[config.mk]
export PLATFORM = sky130hd
export DESIGN_NAME = register_bank_mp
export DESIGN_NICKNAME = d
export VERILOG_FILES = /design/src/rtl/register_bank_pkg.sv /design/src/rtl/register_bank_init_seq.sv /design/src/rtl/register_bank_mp.sv
export SDC_FILE = /design/constraint.sdc
export NUM_CORES = 2
export LEC_CHECK = 0
export ABC_AREA = 1
export CAP_MARGIN = 20
export CELL_PAD_IN_SITES_DETAIL_PLACEMENT = 0
export CELL_PAD_IN_SITES_GLOBAL_PLACEMENT = 1
export CORE_MARGIN = 3
export CORE_UTILIZATION = 52
export DETAILED_ROUTE_END_ITERATION = 8
export PLACE_DENSITY_LB_ADDON = 0.1
export SETUP_SLACK_MARGIN = 0.15
export SKIP_CTS_REPAIR_TIMING = 1
export SYNTH_ARGS = -nofsm -noshare
export SYNTH_HDL_FRONTEND = slang
export SYNTH_HIERARCHICAL = 1
export SYNTH_SLANG_ARGS = --single-unit
[constraint.sdc]
create_clock -name clk -period 9.1 [get_ports clk]
set_input_delay 1.82 -clock clk [delete_from_list [all_inputs] [get_ports clk]]
set_output_delay 1.82 -clock clk [all_outputs]
set_load 0.01 [all_outputs]
[src/rtl/register_bank_pkg.sv]
// Shared types and helpers for the multi-port register bank.
// Default geometry matches the 32x64 ARM integer file.
package register_bank_pkg;

  typedef enum logic {
    ST_INIT,
    ST_RUN
  } state_e;

  localparam int DEF_WIDTH    = 64;
  localparam int DEF_DEPTH    = 32;
  localparam int DEF_ZERO_IDX = 31;

  // Address width for n entries (n need not be a power of two).
  function automatic int clog2(input int n);
    int r;
    r = 0;
    while ((1 << r) < n) r++;
    return r;
  endfunction

endpackage

[src/rtl/register_bank_init_seq.sv]
// Init sequencer: walks every register once after reset or clear.
// Holds the bank off the write-back path until the walk finishes.
module register_bank_init_seq
  import register_bank_pkg::*;
#(
  parameter int WIDTH    = DEF_WIDTH,
  parameter int DEPTH    = DEF_DEPTH,
  parameter int INIT_IDX = 1,
  parameter int AW       = clog2(DEPTH)
) (
  input  logic             clk,
  input  logic             rst,
  input  logic             clear,
  output logic             init_we,
  output logic [AW-1:0]    init_addr,
  output logic [WIDTH-1:0] init_data,
  output logic             ready
);

  localparam logic [AW-1:0] LAST = AW'(DEPTH - 1);

  state_e        state, state_n;
  logic [AW-1:0] idx, idx_n;

  // State and walk index; reset restarts the walk.
  always_ff @(posedge clk or posedge rst) begin
    if (rst) begin
      state <= ST_INIT;
      idx   <= '0;
    end else begin
      state <= state_n;
      idx   <= idx_n;
    end
  end

  // Next state: walk to LAST then run; clear restarts the walk.
  always_comb begin
    state_n = state;
    idx_n   = idx;
    init_we = 1'b0;
    ready   = 1'b0;
    unique case (state)
      ST_INIT: begin
        init_we = 1'b1;
        if (idx == LAST) begin
          state_n = ST_RUN;
        end else begin
          idx_n = idx + 1'b1;
        end
      end
      ST_RUN: begin
        ready = 1'b1;
        if (clear) begin
          state_n = ST_INIT;
          idx_n   = '0;
        end
      end
    endcase
  end

  assign init_addr = idx;
  assign init_data = (INIT_IDX != 0) ? WIDTH'(idx) : '0;

endmodule

[src/rtl/register_bank_mp.sv]
// Multi-port register bank between decode and write-back.
// N combinational read ports, one write port, optional XZR/bypass.
module register_bank_mp
  import register_bank_pkg::*;
#(
  parameter  int WIDTH    = DEF_WIDTH,
  parameter  int DEPTH    = DEF_DEPTH,
  parameter  int NUM_RD   = 2,
  parameter  int ZERO_EN  = 1,
  parameter  int ZERO_IDX = DEF_ZERO_IDX,
  parameter  int BYPASS   = 1,
  parameter  int INIT_IDX = 1,
  localparam int AW       = clog2(DEPTH)
) (
  input  logic                    clk,
  input  logic                    rst,
  input  logic [NUM_RD*AW-1:0]    rd_addr,
  output logic [NUM_RD*WIDTH-1:0] rd_data,
  input  logic                    wr_en,
  input  logic [AW-1:0]           wr_addr,
  input  logic [WIDTH-1:0]        wr_data,
  input  logic                    clear,
  output logic                    ready
);

  localparam logic [AW:0]   DEPTH_W = (AW + 1)'(DEPTH);
  localparam logic [AW-1:0] ZIDX    = AW'(ZERO_IDX);

  logic [WIDTH-1:0] mem [DEPTH];

  logic             init_we;
  logic [AW-1:0]    init_addr;
  logic [WIDTH-1:0] init_data;
  logic             user_we;

  register_bank_init_seq #(
    .WIDTH   (WIDTH),
    .DEPTH   (DEPTH),
    .INIT_IDX(INIT_IDX),
    .AW      (AW)
  ) u_init (
    .clk      (clk),
    .rst      (rst),
    .clear    (clear),
    .init_we  (init_we),
    .init_addr(init_addr),
    .init_data(init_data),
    .ready    (ready)
  );

  assign user_we = wr_en && ready && !clear
                && ({1'b0, wr_addr} < DEPTH_W)
                && !((ZERO_EN != 0) && (wr_addr == ZIDX));

  // Storage: sequencer owns the array during INIT, write-back otherwise.
  always_ff @(posedge clk) begin
    if (init_we) begin
      mem[init_addr] <= init_data;
    end else if (user_we) begin
      mem[wr_addr] <= wr_data;
    end
  end

  for (genvar k = 0; k < NUM_RD; k++) begin : g_rd
    logic [AW-1:0]    a;
    logic [WIDTH-1:0] d;

    assign a = rd_addr[k*AW +: AW];

    // Read mux: range, zero register, bypass, then array.
    always_comb begin
      d = '0;
      if (!ready || ({1'b0, a} >= DEPTH_W)) begin
        d = '0;
      end else if ((ZERO_EN != 0) && (a == ZIDX)) begin
        d = '0;
      end else if ((BYPASS != 0) && wr_en && (a == wr_addr)) begin
        d = wr_data;
      end else begin
        d = mem[a];
      end
    end

    assign rd_data[k*WIDTH +: WIDTH] = d;
  end

endmodule

After elaboration in Yosys (flattened, before gate mapping)
Memories as Yosys holds them, arrays and structs flattened.
Cells that the tools add are included.
Storage, ports and cells
  output and inout port bits: 129
  bits in registers: 6
  memories kept: 1
  input port bits: 83
  memory bits (writable): 2048
Memories
  mem: depth 32, bits a word 64, read ports 2, clocked after Yosys merged registers in 0, write ports 1, RTL line register_bank_mp.sv:29  | logic [WIDTH-1:0] mem [DEPTH];
Operators by class
  mux-type cells: 20
  bitwise operators: 1
  eq/ne operators: 8
  add/sub/neg operators: 1
  reduce and logical (&&, ||, !) cells: 9
Operator list (count)
  two-way mux 64 bit: 7
  OR reduction 64 bit: 1
  == test 5 bit (second input constant): 4
  two-way mux 5 bit: 3
  == test 5 bit: 2
  case mux 5 bit (2 select lines): 1
  two-way mux 1 bit: 8
  adder 5 x 1 -> 5 bit (second input constant): 1
  logical AND 1 bit: 5
  inequality test 2 bit (second input constant): 2
  logical NOT 1 bit: 2
  case mux 1 bit (2 select lines): 1
  AND reduction 2 bit: 1
  inverter 1 bit: 1

Longest topological paths before layout
  depth in word-level cells: 9
  mapped depth: 13
  gate-level depth less buffers: 11

Hierarchy
Netlist, hierarchy kept.
By module, submodules not included
  register_bank_mp: seq. area each 61499.0 um^2, area an instance 109602.6 um^2, times used 1, cells each 12936
  register_bank_init_seq: seq. area each 150.1 um^2, area an instance 799.5 um^2, times used 1, cells each 103

Worst setup path before layout
OpenSTA, ideal clock, no wires.
  kind: input to register
  start point: input wr_addr[3]
  end point: memory mem[12][0] (netlist name) (enable)
  arrival time: 5521 ps
  cell stages on the path: 10
  slack: 3092 ps
  setup time: 486 ps
  buffers on the path: 1
  cells stage by stage: inv_1 nor2_1 nand3_1 nand3_1 buf_4 o21ai_0 inv_2 nor2_1 nand2_1 nor2_1
On the way
  longest elaborated chain between the ends: 8
  elaborated cells on any way between the ends: 9
Ends and longest elaborated chain
  start, declared: RTL line register_bank_mp.sv:20  | input logic [AW-1:0] wr_addr,
  == test 5 bit: RTL line register_bank_mp.sv:53  | && !((ZERO_EN != 0) && (wr_addr == ZIDX));
  logical NOT 1 bit: RTL line register_bank_mp.sv:53
  logical AND 1 bit: RTL line register_bank_mp.sv:53
  two-way mux 1 bit: RTL line register_bank_mp.sv:59  | end else if (user_we) begin
  two-way mux 1 bit: RTL line register_bank_mp.sv:57  | if (init_we) begin
  two-way mux 1 bit (implied by the code): RTL line register_bank_mp.sv:60  | mem[wr_addr] <= wr_data;
  OR reduction 64 bit (no source line)
  two-way mux 5 bit (no source line) / two-way mux 1 bit (equally long branches)
  end, declared: RTL line register_bank_mp.sv:29
Several ways; a longest one is shown, not always the timed one.

Worst setup path in the final report
  start point: input rd_addr[1]
  end point: output rd_data[31]
On the way
  longest elaborated chain between the ends: 5
  elaborated cells on any way between the ends: 7
Ends and longest elaborated chain
  start, declared: RTL line register_bank_mp.sv:17  | input logic [NUM_RD*AW-1:0] rd_addr,
  parallel branches: the longest is 3 deep, another holds memory (32 x 64 bit)
  two-way mux 64 bit *: RTL line register_bank_mp.sv:75  | end else if ((ZERO_EN != 0) && (a == ZIDX)) begin
  two-way mux 64 bit *: RTL line register_bank_mp.sv:73  | if (!ready || ({1'b0, a} >= DEPTH_W)) begin
  end, declared: RTL line register_bank_mp.sv:18  | output logic [NUM_RD*WIDTH-1:0] rd_data,
Mark *: on every way between the ends.

==> results.md <==
- Result of the run: finished, violations left
- Violations in the final reports: DRC
- Worst setup path endpoint: rd_data[31]
- # setup viols final: 0
- EDFF count, synth: 2048
- Share of the core filled with cells in the final layout: 57.3%
- Area of all placed cells without fillers: 121000 um^2
- Number of CTS-inserted buffers: 222
- Signed area change from the synthesized netlist to the final layout: 9.17%
- Psw: 7.80 mW
- Layout net count: 12800
- Total power after layout: 25.6 mW
- Area post-placement: 114000 um^2
- Die W: 467 um
- Max Freq: 129 MHz
- Distinct cell type count of the synthesized netlist: 32
- Wirelength per Cell: 25.6 um
- Time the final worst path needs with I/O delays and setup: 7750 ps
- Data arrival time at the worst-slack endpoint: 5930 ps
- Most common cell after layout, fill and taps aside: sky130_fd_sc_hd__nand2_1
- Yosys warning count: 6
- Number of H-tree levels: 4
- Clock skew: 20.3 ps
- Total gr overflow: 0
- Clock latency on the worst-skew pair: 890 ps
- Number of nets still failing antenna checks after routing: 0
- DRC viols: 1
- Ys flop type: sky130_fd_sc_hd__edfxtp_1
- Setup slack on the worst flop-to-flop path: 4080 ps
- Rows: 168
- Layout cells sized above 1: 6.00%
- Wirelength, routed: 402000 um
- Final hold violation count: 0
- Reported leakage power: 49.9 nW
- Data required time at the worst endpoint: 7280 ps
- Initial Util: 52.5%
- Sequential fraction of the synthesis area: 55.8%
- Power Dens Cells: 213 nW/um^2
- GR Util All Layers: 36.2%
- Post-route setup TNS: 0 ps
- Ports placed on the boundary: 212
- Terminus of the critical flop-to-flop path: mem[16][41]
- Min-Delay Path Class: reg2reg
- Launch point of the worst path: rd_addr[1]
- HPWL reported at the end of detailed placement: 196000 um
- Clock tree from TritonCTS: yes
- Via count: 94300
- Max transition margin: 18.2%
- IO Port Bufs: 211
- Internal portion of total power: 17.8 mW
- Via density per instance: 6.00
- Clock network fraction of design power: 34.5%
- Start-to-end type of the worst setup path: in2out
- Comb pwr share: 19.1%
- Global-route wire length before repair: 583000 um
- Share of the cycle needed by the critical path after routing: 85.2%
- Number of clock sinks: 2054
- Peak supply drop: 0.000224 V
- Ys async rst share: 0.292%
- Worst flop-to-flop path startpoint: u_init/state
- Critical path endpoint category: output pin
- Setup repair after global routing missed its margin: false
- Mapped Avg Cell Area: 8.47 um^2
- Syn Std Cell Area: 110000 um^2
- Flops & latches, synth: 2054
- Total Die Area: 218000 um^2
- Vert. Die Dim: 467 um
- Maximum number of pins on one net before global-route repair: 217
- Register share of total power: 46.4%
- Commonest non-fill, non-tap cells in the layout: 4265 x sky130_fd_sc_hd__nand2_1, 2048 x sky130_fd_sc_hd__edfxtp_1, 1977 x sky130_fd_sc_hd__nand3_1
- Violation count after the first detailed-route iteration: 11900
- Kind of launch point of the worst setup path: input pin
- Gpl congestion: 0.825
- Maxcap violations: 0
- Crit Path Max Fanout: 89
- Number of cells on the worst hold path: 2
- Clock tree root driver cell: sky130_fd_sc_hd__clkbuf_16
- Post-Syn Instances: 13000
- First-pass iteration count of the detailed router: 9
- Worst-case reg-to-reg path depth: 7
- Slew at the pin closest to its max-slew limit: 1220 ps
- Sw Ratio: 30.4%
- Clock-pin slew on the worst setup and hold paths: 60 ps
- Area of the core region: 210000 um^2
- Maximum buffer depth of the clock tree: 3
- Number of max-slew violations in the final report: 0
- Via count of the first global-routing pass: 88600
- Initial antenna violation count: 4
[cell families (layout without fill, tap and decap cells)]
| logic type | count (synthesis) | count (layout) | share of synthesized area [%] |
|---|---|---|---|
| buffers and inverters | 2385 | 2195 | 9.21 |
| AO/OA/AOI/OAI | 1449 | 1449 | 7.34 |
| adder cells (fa/ha/maj) | 3 | 3 | 0.0340 |
| flip-flops | 2054 | 2054 | 55.8 |
| multiplexers | 64 | 64 | 0.653 |
| AND/OR/NAND/NOR | 7083 | 7083 | 26.9 |
| other | 1 | 60 | 0.00340 |
[metal layers]
metal	vias up	global-route usage (%)	wire length (um)
li1	42300	-	-
met1	45100	47.6	154000
met2	5632	58.2	183000
met3	1194	5.73	42200
met4	4	18.0	23200
met5	-	0	28
[power groups by stage]
stage / combinational (mW) / clock (mW) / sequential [mW]
finish: 4.89 / 8.84 / 11.9
global route: 5.21 / 9.26 / 12.0
CTS: 4.81 / 8.89 / 11.9
detailed placement: 4.80 / 0 / 12.1
global placement: 4.74 / 0 / 12.1
floorplan: 2.65 / 0 / 12.1
[how the worst min path moves through the flow]
stage                             start                   to  slack [ps]
floorplan           u_init/init_addr[3]  u_init/init_addr[3]         510
global placement    u_init/init_addr[2]  u_init/init_addr[2]         580
detailed placement  u_init/init_addr[3]  u_init/init_addr[3]         570
CTS                 u_init/init_addr[3]  u_init/init_addr[3]         580
global route        u_init/init_addr[3]  u_init/init_addr[3]         600
finish              u_init/init_addr[3]  u_init/init_addr[3]         590
[final cells by class]
cell class              count  area [um^2]
fillers                 18400        89900
well taps                2805         3510
clock buffers             280         5880
inverters                1424         5420
clock inverters           121         1030
flip-flops and latches   2054        61600
repair buffers            370         3930
diodes                      1         2.50
multi-input cells        8658        39100
[flip-flops by register name, indices dropped and copies added (netlist names)]
signal	flops
u_init/state	1
u_init/init_addr	5
mem	2048
[stage by stage]
step | worst slack, ps | hold WS (ps) | cells
floorplan | 3090 | 510 | 13100
global placement | 1470 | 575 | 15300
detailed placement | 1470 | 569 | 15300
CTS | 1480 | 585 | 15700
global route | 1340 | 597 | 15700
finish | 1350 | 585 | 15700
[synth_stat cells (65+ instances only)]
library cell	n	share of area, %
sky130_fd_sc_hd__nor2_1	584	2.0
sky130_fd_sc_hd__clkbuf_1	267	0.91
sky130_fd_sc_hd__buf_1	65	0.22
sky130_fd_sc_hd__or2_2	196	1.1
sky130_fd_sc_hd__inv_1	1414	4.8
sky130_fd_sc_hd__buf_4	140	0.95
sky130_fd_sc_hd__o211ai_1	329	2.2
sky130_fd_sc_hd__buf_2	474	2.1
sky130_fd_sc_hd__edfxtp_1	2048	56
sky130_fd_sc_hd__o21ai_0	361	1.6
sky130_fd_sc_hd__nand2_1	4265	15
sky130_fd_sc_hd__a21oi_1	725	3.3
sky130_fd_sc_hd__nand3_1	1980	9.0
[critical path: stages]
cell	delay [ps]
sky130_fd_sc_hd__buf_8	590
sky130_fd_sc_hd__nand2_8	620
sky130_fd_sc_hd__inv_8	880
sky130_fd_sc_hd__a41oi_4	620
sky130_fd_sc_hd__buf_4	460
sky130_fd_sc_hd__o21ai_0	160
sky130_fd_sc_hd__a21oi_1	60
sky130_fd_sc_hd__clkdlybuf4s50_1	520
No activity file was read; power rests on OpenSTA's default activity.
